==> config.mk <==
export PLATFORM = sky130hd
export DESIGN_NAME = clk_ratio_meter
export DESIGN_NICKNAME = d
export VERILOG_FILES = /design/src/rtl/clk_ratio_meter.sv
export SDC_FILE = /design/constraint.sdc
export NUM_CORES = 1
export LEC_CHECK = 0
export CORE_MARGIN = 2
export CORE_UTILIZATION = 55
export CTS_BUF_LIST = sky130_fd_sc_hd__clkbuf_4 sky130_fd_sc_hd__clkbuf_8
export CTS_CLUSTER_DIAMETER = 120
export DETAILED_ROUTE_END_ITERATION = 8
export GPL_TIMING_DRIVEN = 0
export PLACE_DENSITY = 0.76
export REMOVE_ABC_BUFFERS = 1
export SLEW_MARGIN = 15
export SYNTH_ARGS = -nofsm -noshare
export SYNTH_HDL_FRONTEND = slang
export SYNTH_SLANG_ARGS = --single-unit
==> constraint.sdc <==
create_clock -name clk -period 3.7 [get_ports clk]
set_clock_uncertainty 0.1 [all_clocks]
set_input_delay 0.555 -clock clk [delete_from_list [all_inputs] [get_ports clk]]
set_output_delay 0.555 -clock clk [all_outputs]
set_load 0.1 [all_outputs]
==> src/rtl/clk_ratio_meter.sv <==
// Measures rise-to-rise period and rise-to-fall high time of clk_in in clk cycles,
// with lock and stall detection. Define CLK_RATIO_METER_SYNC_EN to add a 2-flop input synchronizer.
module clk_ratio_meter #(
  parameter int W        = 16,
  parameter int LOCK_CNT = 4,
  parameter int TOL      = 0
) (
  input  logic         clk,
  input  logic         rst,
  input  logic         clk_in,
  output logic [W-1:0] period,
  output logic [W-1:0] high_time,
  output logic         valid,
  output logic         locked,
  output logic         timeout,
  output logic [1:0]   dbg_state
);

  typedef enum logic [1:0] {
    S_WAIT  = 2'd0,
    S_MEAS  = 2'd1,
    S_STALL = 2'd2
  } state_t;

  localparam logic [W-1:0] CNT_MAX = '1;
  localparam logic [W-1:0] TOL_W   = W'(TOL);
  localparam logic [3:0]   LOCK_C  = 4'(LOCK_CNT);

  state_t       state;
  logic         s;
  logic         h;
  logic [W-1:0] cnt;
  logic [W-1:0] hi_lat;
  logic [3:0]   match_cnt;
  logic         first;

  logic         rise;
  logic         fall;
  logic [W-1:0] diff;
  logic         match;
  logic [3:0]   match_next;

`ifdef CLK_RATIO_METER_SYNC_EN
  // Synchronizer resets high so a line already high at reset release never looks like a rise.
  logic [1:0] sync_q;
  always_ff @(posedge clk or posedge rst) begin
    if (rst) sync_q <= 2'b11;
    else     sync_q <= {sync_q[0], clk_in};
  end
  assign s = sync_q[1];
`else
  assign s = clk_in;
`endif

  assign dbg_state = state;

  always_comb begin
    rise       = s & ~h;
    fall       = ~s & h;
    diff       = (cnt >= period) ? (cnt - period) : (period - cnt);
    match      = !first && (diff <= TOL_W);
    match_next = 4'd0;
    if (match) match_next = (match_cnt == LOCK_C) ? match_cnt : match_cnt + 4'd1;
  end

  always_ff @(posedge clk or posedge rst) begin
    if (rst) begin
      state     <= S_WAIT;
      h         <= 1'b1;
      cnt       <= '0;
      hi_lat    <= '0;
      match_cnt <= 4'd0;
      first     <= 1'b1;
      period    <= '0;
      high_time <= '0;
      valid     <= 1'b0;
      locked    <= 1'b0;
      timeout   <= 1'b0;
    end else begin
      h     <= s;
      valid <= 1'b0;
      if (rise)                cnt <= W'(1);
      else if (cnt != CNT_MAX) cnt <= cnt + W'(1);

      case (state)
        S_WAIT: begin
          if (rise) begin
            state <= S_MEAS;
            first <= 1'b1;
          end
        end
        S_MEAS: begin
          if (rise) begin
            period    <= cnt;
            high_time <= hi_lat;
            valid     <= 1'b1;
            first     <= 1'b0;
            match_cnt <= match_next;
            locked    <= (match_next == LOCK_C);
          end else begin
            if (fall) hi_lat <= cnt;
            // Saturated counter with no rise: the input has stalled.
            if (cnt == CNT_MAX) begin
              state     <= S_STALL;
              timeout   <= 1'b1;
              locked    <= 1'b0;
              match_cnt <= 4'd0;
            end
          end
        end
        S_STALL: begin
          if (rise) begin
            state   <= S_MEAS;
            timeout <= 1'b0;
            first   <= 1'b1;
          end
        end
        default: state <= S_WAIT;
      endcase
    end
  end

endmodule

==> summary.md, run 1 <==
| Metric | Value |
|---|---|
| R2r startpoint | cnt[13] |
| ANT nets after route | 0 |
| Area leader, netlist | dfrtp_1 |
| Clock Sink Count | 75 |
| Slowest cell delay on critical path | 0.55 ns |
| Crit-path leading delay family | compound AO/OA/AOI/OAI gates |
| Worst slew pin tran | 0.9847 ns |
| RSZ-0062 raised after global routing | no |
| Setup Viol. Count Final | 0 |
| Max VDD drop | 0.4532 mV |
| P&R area growth vs syn | 15.89% |
| Synthesized instance count | 499 |
| Routed wire length | 10,780 um |
| Crit-path max FO | 11 |
| Die height | 96.91 um |
| Max-slew violations | 0 |
| Mapped Area | 4747 um^2 |
| Yosys warns | 0 |
| Cts hold-fix bufs | 0 |
| # nets final | 572 |
| Root buf cell | clkbuf_8 |
| CP max-delay cell | or4_4 |
| Crit start category | register |
| Initial DRT Pass Iterations | 5 |
| Synth top area share | between 30 and 40% |
| Worst endpoint required time | 3.90 ns |
| Post-CTS setup buffers | 0 |
| Post-route setup slack | about 0.15 ns |
| Commonest non-fill, non-tap cell in the layout | dfrtp_1 |
| CTS tree | done |
| Worst R2R Path Depth | 10 |
| Clock buffer depth | 2 |
| Pre-CTS WS | -0.1625 ns |
| Seq pwr share | 30.7% |
| Ys async rst share | 100.0% |
| F_max | roughly 0.28 GHz |
| Lkg Pwr | 2.502 nW |
| Synth unique cells | 70 |
| Crit. End Element | register |
| Worst-path cell chain | ha_1 -> a21o_1 -> a211o_1 -> a311oi_2 -> o41a_2 -> nor2_2 -> or4_4 -> o32a_4 -> nor4_2 -> o22a_1 |
| Crit share post-route | 95.94% |
| Vias in the first global route | 3,737 |
| EDFF count, synth | 0 |
| IO Port Bufs | 39 |
| Net Sw Frac | 42.97% |
| Gr usage total | 23.25% |
| Overflow left after global routing | 0 |
| Via density | just over 6 |
| Crit path kind | reg2reg |
| Combinational Power Share | 48.7% |
| Cts bufs inserted | 9 |
| Initial antenna violation count | 0 |
| Worst reg2reg setup slack | 0.15 ns |
| Initial DRC count | between 200 and 300 |
| # IOs | 40 |
| CP bufs+invs | 0 |
| Share of cells above drive strength 1 | 15.56% |
| Max_slew headroom | around 34% |
| Dpl hpwl | around 8000 um |
| Starting Density | between 50% and 60% |
| Max Cap Violations | 0 |
| Setup_tns | 0 ns |
| Drt wl/cell | 16.71 um |
| Post-cts sizing count | 0 |
| # diodes | 0 |
| Worst min path class | in2async |
| Most frequent cells in the layout | dfrtp_1, clkdlybuf4s50_1, inv_1, o21ai_0, nand2_1 |
| Status | finished clean |
| Register bit total from synthesis | 75 |
| Syn_area_per_cell | roughly 9.5 um^2 |
| Worst-path clk slew | 0.08 ns |
| Register area share after synthesis | ~40% |
| Reg-to-Reg End | match_cnt[2] |
| Commonest register cell after synthesis | dfrtp_1 |
| WP data arrival | ~3.8 ns |
| Pwr/cell area | 574.0 nW/um^2 |
| Die footprint | 9391 um^2 |
| Largest net degree at the start of global routing | 58 |
| Final hold vios | 0 |
| Clock share of power | 20.7% |
| Core Rows | 33 |
| Die W | 96.91 um |
| GP Congestion | 0.8501 |
| Drt drc | 0 |
| Min Tclk post-route | 3.550 ns |
| Number of H-tree levels | 3 |
| Global-route wire length before repair | 17,970 um |
| Routed vias | between 3k and 4k |
| P_int | 1.801 mW |
| Worst-Skew Late Latency | 0.36 ns |
| Psw | 1.357 mW |
| Area contributors post-synth | dfrtp_1, ha_1, mux2_2, o21ai_0, inv_1 |
| Core Area | 8299 um^2 |
==> synthesized netlist by cell type, types with 3 or more instances <==
cell	count
dfrtp_1	73
o21ai_0	37
nand4_1	3
nand3_1	15
nor2b_1	9
nand2_1	36
clkbuf_1	16
mux2i_1	3
nand2b_1	4
xnor2_1	12
a21o_1	10
nor4_1	5
a21oi_1	24
mux2_2	33
nor3_1	13
o211ai_1	9
xor2_1	4
inv_1	39
a211oi_1	4
a22o_1	3
or3_1	6
a31oi_1	4
nor2_1	32
and3_1	10
ha_1	34
==> registers in the layout (all words and copies together), names as in the netlist <==
| name | count |
|---|---|
| h | 1 |
| period | 16 |
| first | 1 |
| locked | 1 |
| cnt | 16 |
| valid | 1 |
| timeout | 1 |
| high_time | 16 |
| dbg_state | 2 |
| hi_lat | 16 |
| match_cnt | 4 |
==> routing by layer <==
layer,part of all wire [%],vias up,wire (um),global-route usage [%]
li1,-,1866,-,-
met1,46,1952,4997,32.16
met2,48,99,5165,37.02
met3,4.1,13,443,3.540
met4,1.6,0,173,8.884
met5,0,-,0,0
==> how the worst max path moves through the flow <==
stage | from | end | slack (ns) | cells past startpoint
after floorplan | dbg_state[0] | match_cnt[2] | -1.67 | 9
after global placement | clk_in | locked | -3.21 | 10
after detailed placement | clk_in | match_cnt[2] | -0.16 | 11
after CTS | cnt[7] | match_cnt[2] | 0.11 | 10
after global routing | cnt[13] | match_cnt[2] | 0.0003 | 10
final | cnt[13] | match_cnt[2] | 0.15 | 10
==> power by group through the flow <==
stage | Sequential (mW) | Combinational [mW] | Clock [mW]
final | 0.969 | 1.54 | 0.652
after global routing | 0.984 | 1.65 | 0.707
after CTS | 0.968 | 1.48 | 0.665
after detailed placement | 0.985 | 1.48 | 0
after global placement | 0.979 | 1.45 | 0
after floorplan | 1.25 | 0.911 | 0
==> logic make-up (layout without fill, tap and decap cells) <==
family	count (synthesis)	in the layout	synth area share, %
AO/OA/AOI/OAI	121	121	17.45
buffers and inverters	59	100	4.955
XOR/XNOR	16	16	2.952
multiplexers	36	36	8.461
adder cells (fa/ha/maj)	34	34	8.962
flip-flops	75	75	39.59
AND/OR/NAND/NOR	158	158	17.63
==> worst register-to-register path: stages (launching register included) <==
cell and delay [ns]:
dfrtp_1 0.47, ha_1 0.46, a21o_1 0.23, a211o_1 0.34, a311oi_2 0.27, o41a_2 0.20
nor2_2 0.08, or4_4 0.55, o32a_4 0.43, nor4_2 0.22, o22a_1 0.15
==> stage by stage <==
step,total power [mW],util (%),cells,instance area [um^2],hold slack [ns]
after floorplan,2.160,-,479,4658,0.3750
after global placement,2.431,62.42,623,5180,0.3858
after detailed placement,2.465,63.38,629,5260,0.3890
after CTS,3.117,65.90,645,5469,0.3886
after global routing,3.338,66.29,645,5502,0.4053
final,3.158,66.29,645,5502,0.3887
==> area by class of cell <==
type,instances,area (um^2)
Fill cell,633,2798
Sequential cell,75,1879
Tap cell,105,131.4
Timing Repair Buffer,45,456.7
Multi-Input combinational cell,365,2676
Inverter,39,148.9
Clock buffer,10,137.6
Clock inverter,6,71.32
No activity file was read; power rests on OpenSTA's default activity.
==> inputs of run 2 (changes only) <==
- ABC_CLOCK_PERIOD_IN_PS: default -> 3700
- MAX_ROUTING_LAYER: default -> met4
==> summary.md, run 2 (synthesis gave the netlist of run 1 again) <==
| Metric | Value |
|---|---|
| # nets final | 572 (unchanged) |
| Min Tclk post-route | 3.508 ns (-0.04209 ns) |
| Core Rows | 33 (unchanged) |
| Post-cts sizing count | 0 (unchanged) |
| Worst endpoint required time | 3.89 ns (about the same) |
| Pwr/cell area | 561.4 nW/um^2 (-2.2%) |
| Largest net degree at the start of global routing | 58 (unchanged) |
| F_max | 0.2851 GHz (+1.2%) |
| Final hold vios | 0 (unchanged) |
| P&R area growth vs syn | 15.23% |
| WP data arrival | 3.70 ns (-0.05 ns) |
| Power Total | 3.071 mW (-2.7%) |
| Most frequent cells in the layout | dfrtp_1, clkdlybuf4s50_1, inv_1, o21ai_0, nand2_1 |
| Via density | 6.088 (about the same) |
| Non-filler cells, final | 645 (unchanged) |
| Status | finished clean |
| Drt wl/cell | 16.59 um (-0.71%) |
| Pre-CTS WS | -0.1062 ns (+0.05624 ns) |
| Lkg Pwr | 2.479 nW (-0.90%) |
| CP max-delay cell | or4_4 |
| Worst min path class | in2async |
| Commonest non-fill, non-tap cell in the layout | dfrtp_1 |
| Overflow left after global routing | 0 (unchanged) |
| RSZ-0062 raised after global routing | no |
| Crit-path max FO | 15 (+4) |
| Initial DRC count | 266 (-4.0%) |
| Final design utilization | 65.91% (-0.38 points) |
| Max-slew violations | 0 (unchanged) |
| Worst-Skew Late Latency | 0.35 ns (about the same) |
| Starting Density | 57.20% (unchanged) |
| Highest layer used for signal routing | met4 |
| Post-CTS setup buffers | 0 (unchanged) |
| Worst-path clk slew | 0.08 ns (about the same) |
| Slowest cell delay on critical path | 0.55 ns (about the same) |
| Global-route wire length before repair | 18,470 um (+2.8%) |
| Met2 wire length | 5127 um (-0.74%) |
| Cts bufs inserted | 9 (unchanged) |
| Worst slew pin tran | 0.9799 ns (-0.004811 ns) |
| Initial DRT Pass Iterations | 5 (unchanged) |
| CTS tree | done |
| Root buf cell | clkbuf_8 |
| WL met1 | 4842 um (-3.1%) |
| Clock buffer depth | 2 (unchanged) |
| Crit share post-route | 94.81% (-1.1 points) |
| Final instance area | 5470 um^2 (-0.57%) |
| Dpl hpwl | 8024 um (+0.42%) |
| Die height | 96.91 um (unchanged) |
| Placed Cells | 629 (unchanged) |
| R2r startpoint | period[7] |
| Setup Viol. Count Final | 0 (unchanged) |
| Vias in the first global route | 3,865 (+3.4%) |
| IO Port Bufs | 39 (unchanged) |
| ANT nets after route | 0 (unchanged) |
| Post-route setup slack | 0.1922 ns (+0.04209 ns) |
| # IOs | 40 (unchanged) |
| Max_slew headroom | 34.47% (+0.32 points) |
| GP Congestion | 0.8660 (+1.9%) |
| Die W | 96.91 um (unchanged) |
| Drt drc | 0 (unchanged) |
| Routed wire length | 10,700 um (-0.71%) |
| Routed vias | 3,927 (-0.076%) |
| Worst-path cell chain | inv_1 -> ha_2 -> a211oi_1 -> o211ai_1 -> a311oi_2 -> o41a_2 -> nor2_2 -> or4_4 -> o32a_4 -> nor4_1 -> o22a_1 |
| # fillers | 633 (unchanged) |
| # diodes | 0 (unchanged) |
| Cts hold-fix bufs | 0 (unchanged) |
| Reg-to-Reg End | match_cnt[2] |
| Gr usage total | 24.35% (+1.1 points) |
| Worst reg2reg setup slack | 0.19 ns (+0.04 ns) |
| Post-place instance area | 5260 um^2 (unchanged) |
| Crit start category | register |
| Worst R2R Path Depth | 11 (+1) |
| Core Area | 8299 um^2 (unchanged) |
| Metal3 WL | 508 um (+15%) |
| Share of cells above drive strength 1 | 16.30% (+0.74 points) |
| Die footprint | 9391 um^2 (unchanged) |
| Max VDD drop | 0.3992 mV (-12%) |
| Crit path kind | reg2reg |
| Initial antenna violation count | 0 (unchanged) |
| Clock Sink Count | 75 (unchanged) |
| Max Cap Violations | 0 (unchanged) |
| Number of H-tree levels | 3 (unchanged) |
| Crit. End Element | register |
## run 2: cell count changes in the layout (fill, tap and decap cells not counted), moves of 2 or more
cell	change
a21oi_2	+2
a21oi_1	-2
ha_1	-2
dfrtp_2	+3
ha_2	+2
dfrtp_1	-3
## run 2: critical path, delay by kind of cell (launching register included)
| kind | cells | cell delay [ns] |
|---|---|---|
| flops | 1 | 0.43 |
| fa+ha+maj | 1 | 0.36 |
| simple gates | 3 | 0.82 |
| buf+inv | 1 | 0.10 |
| compound gates | 6 | 1.64 |
## run 2: cell type report
| class | count | area [um^2] | share of cell area, % |
|---|---|---|---|
| repair buffers | 45 | 456.7 | 8.349 |
| clock buffers | 10 | 137.6 | 2.516 |
| flip-flops and latches | 75 | 1883 | 34.42 |
| inverters | 39 | 148.9 | 2.722 |
| multi-input cells | 365 | 2664 | 48.70 |
| clock inverters | 6 | 48.80 | 0.8920 |
| well taps | 105 | 131.4 | 2.402 |
## run 2: through the flow
| step | setup TNS [ns] | hold slack, ns |
|---|---|---|
| 2_1_floorplan | -33.97 | 0.3750 |
| 3_3_place_gp | -98.94 | 0.3859 |
| 3_5_place_dp | -0.4140 | 0.3908 |
| 4_1_cts | 0 | 0.3953 |
| 5_1_grt | 0 | 0.4146 |
| 6_report | 0 | 0.3934 |
## run 2: power by group
group	internal, mW	switching (mW)
logic	0.563	0.949
clock network	0.266	0.322
registers	0.896	0.0745
## run 2: how the worst max path moves through the flow
stage | end | start | cells past startpoint | slack [ns]
floorplan | match_cnt[2] | dbg_state[0] | 9 | -1.67
detailed placement | match_cnt[2] | clk_in | 11 | -0.11
global route | match_cnt[2] | period[7] | 11 | 0.001
global placement | locked | clk_in | 10 | -3.20
CTS | match_cnt[2] | cnt[7] | 10 | 0.07
finish | match_cnt[2] | period[7] | 11 | 0.19
## run 2: metal layers
layer  GRT usage, %  vias up
met5              -        -
met4          7.476        0
met1          32.21     1929
met2          38.78      108
met3          3.974       22
li1               -     1868
==> inputs of run 3 (changes only) <==
- ABC_CLOCK_PERIOD_IN_PS: 3700 -> 2890
- GPL_TIMING_DRIVEN: 0 -> default
- PLACE_DENSITY: 0.76 -> 0.79
- clock period: 3.7 -> 2.89 ns (I/O delays scaled with it)
==> summary.md, run 3 (synthesis gave the netlist of run 1 again) <==
| Metric | Value |
|---|---|
| Worst endpoint required time | 3.09 ns (-0.80 ns) |
| Routed vias | 4,568 (+16%) |
| Drt wl/cell | 18.57 um (+12%) |
| Die height | 96.91 um (unchanged) |
| Starting Density | 57.20% (unchanged) |
| Crit share post-route | 107.3% (+12 points) |
| Clock buffer depth | 2 (unchanged) |
| Initial DRT Pass Iterations | 4 (-1) |
| Worst slew pin tran | 0.5256 ns (-0.4543 ns) |
| Net Sw Frac | 41.03% (-2.8 points) |
| Number of H-tree levels | 3 (unchanged) |
| Core Area | 8299 um^2 (unchanged) |
| Initial antenna violation count | 0 (unchanged) |
| Initial DRC count | 349 (+31%) |
| Most frequent cells in the layout | buf_4, dfrtp_1, nand2_1, o21ai_0 |
| Slowest cell delay on critical path | 0.53 ns (-0.02 ns) |
| Gr usage total | 30.96% (+6.6 points) |
| Routed wire length | 14,410 um (+35%) |
| Cts bufs inserted | 9 (unchanged) |
| Core Rows | 33 (unchanged) |
| Vias in the first global route | 4,521 (+17%) |
| Min Hold Slack | 0.3370 ns (-0.05644 ns) |
| ANT nets after route | 0 (unchanged) |
| # IOs | 40 (unchanged) |
| Crit path kind | reg2reg |
| Max VDD drop | 0.7850 mV (+97%) |
| Status | finished with violations |
| Worst-Skew Late Latency | 0.36 ns (about the same) |
| Crit. End Element | register |
| Psw | 2.088 mW (+55%) |
| Crit-path max FO | 4 (-11) |
| Clock Sink Count | 75 (unchanged) |
| Non-filler cells, final | 776 (+20%) |
| Dpl hpwl | 10,020 um (+25%) |
| Failing checks | setup timing |
| Worst R2R Path Depth | 11 (unchanged) |
| Post-route setup slack | -0.2111 ns (-0.4033 ns) |
| P_int | 3.002 mW (+74%) |
| Final hold vios | 0 (unchanged) |
| Combinational Power Share | 58.0% (+8.7 points) |
| Max-slew violations | 0 (unchanged) |
| Die footprint | 9391 um^2 (unchanged) |
| GP Congestion | 0.9116 (+5.3%) |
| IO Port Bufs | 39 (unchanged) |
| Root buf cell | clkbuf_8 |
| # nets final | 703 (+23%) |
| CP max-delay cell | or4_4 |
| Cts hold-fix bufs | 0 (unchanged) |
| Min Tclk post-route | 3.101 ns (-0.4067 ns) |
| Clock share of power | 18.1% (-1.0 points) |
| Overflow left after global routing | 0 (unchanged) |
| Commonest non-fill, non-tap cell in the layout | buf_4 |
| CTS tree | done |
| Lkg Pwr | 3.298 nW (+33%) |
| RSZ-0062 raised after global routing | yes |
| Global-route wire length before repair | 22,770 um (+23%) |
| Max_slew headroom | 64.91% (+30 points) |
| Via density | 5.887 (-3.3%) |
| F_max | 0.3225 GHz (+13%) |
| CP bufs+invs | 1 (unchanged) |
| Crit-path leading delay family | compound AO/OA/AOI/OAI gates |
| CP Depth | 11 (unchanged) |
| Pwr/cell area | 761.9 nW/um^2 (+36%) |
| Crit start category | register |
| # diodes | 0 (unchanged) |
| Seq pwr share | 23.9% (-7.7 points) |
| WP data arrival | 3.30 ns (-0.40 ns) |
| Worst min path class | in2async |
| Max Cap Violations | 0 (unchanged) |
| Share of cells above drive strength 1 | 42.47% (+26 points) |
| Placed Cells | 745 (+18%) |
| Die W | 96.91 um (unchanged) |
| Worst-path clk slew | 0.08 ns (about the same) |
| P&R area growth vs syn | 40.75% |
| Worst-path cell chain | inv_2 -> ha_4 -> a211oi_4 -> o211ai_1 -> a311oi_2 -> o41a_2 -> nor2_2 -> or4_4 -> o32a_4 -> nor4_4 -> o22a_1 |
| Setup Viol. Count Final | 5 (+5) |
| Largest net degree at the start of global routing | 51 (-12%) |
| Drt drc | 0 (unchanged) |
-- run 3: what timing repair did --
action	CTS	global route
resized for setup	37	26
setup endpoints to repair	5	7
pin swaps	19	12
setup buffers	6	9
-- run 3: path summary, 6_finish.rpt --
kind | slack [ns] | endpoint | startpoint
max in group asynchronous | 1.65 | first | rst
worst max-delay path | -0.21 | match_cnt[2] | period[7]
worst min-delay path | 0.34 | high_time[11] | rst
worst max register to register | -0.21 | match_cnt[2] | period[7]
worst min register to register | 0.41 | high_time[14] | high_time[14]
min in group clk | 0.41 | high_time[14] | high_time[14]
-- run 3: power by group through the flow --
stage | combinational (mW) | clock (mW) | sequential [mW]
5_1_grt | 3.15 | 0.979 | 1.23
3_3_place_gp | 2.37 | 0 | 1.22
4_1_cts | 2.73 | 0.916 | 1.21
6_report | 2.95 | 0.922 | 1.22
3_5_place_dp | 2.40 | 0 | 1.22
2_1_floorplan | 1.17 | 0 | 1.60
-- run 3: stage by stage --
| stage | setup TNS, ns | cell area (um^2) | power [mW] | worst slack (ns) | utilization (%) |
|---|---|---|---|---|---|
| 2_1_floorplan | -77.28 | 4658 | 2.765 | -2.478 | - |
| 3_3_place_gp | -1.250 | 6027 | 3.581 | -0.2645 | 72.62 |
| 3_5_place_dp | -1.799 | 6027 | 3.628 | -0.3814 | 72.62 |
| 4_1_cts | -0.7985 | 6486 | 4.858 | -0.1964 | 78.15 |
| 5_1_grt | -1.526 | 6681 | 5.356 | -0.3283 | 80.51 |
| 6_report | -0.9237 | 6681 | 5.090 | -0.2111 | 80.51 |
-- run 3: final cells by class --
class | instances | area, um^2
Clock buffer | 10 | 131.4
Clock inverter | 6 | 90.09
Tap cell | 105 | 131.4
Timing Repair Buffer | 176 | 1361
Fill cell | 496 | 1618
Sequential cell | 75 | 1879
Multi-Input combinational cell | 365 | 2942
Inverter | 39 | 146.4
-- run 3: worst register-to-register path, stage by stage (launching register included) --
cell and delay (ns):
dfrtp_1 0.40, inv_2 0.09, ha_4 0.21, a211oi_4 0.27, o211ai_1 0.15, a311oi_2 0.29, o41a_2 0.20, nor2_2 0.04
or4_4 0.53, o32a_4 0.37, nor4_4 0.22, o22a_1 0.17
-- run 3: layer usage --
metal / track usage, % / vias up / wire length (um)
met2: 47.54 / 150 / 6941
met5: - / - / 0
met1: 43.51 / 2264 / 6509
met3: 3.035 / 31 / 624
met4: 10.29 / 0 / 333
li1: - / 2123 / -
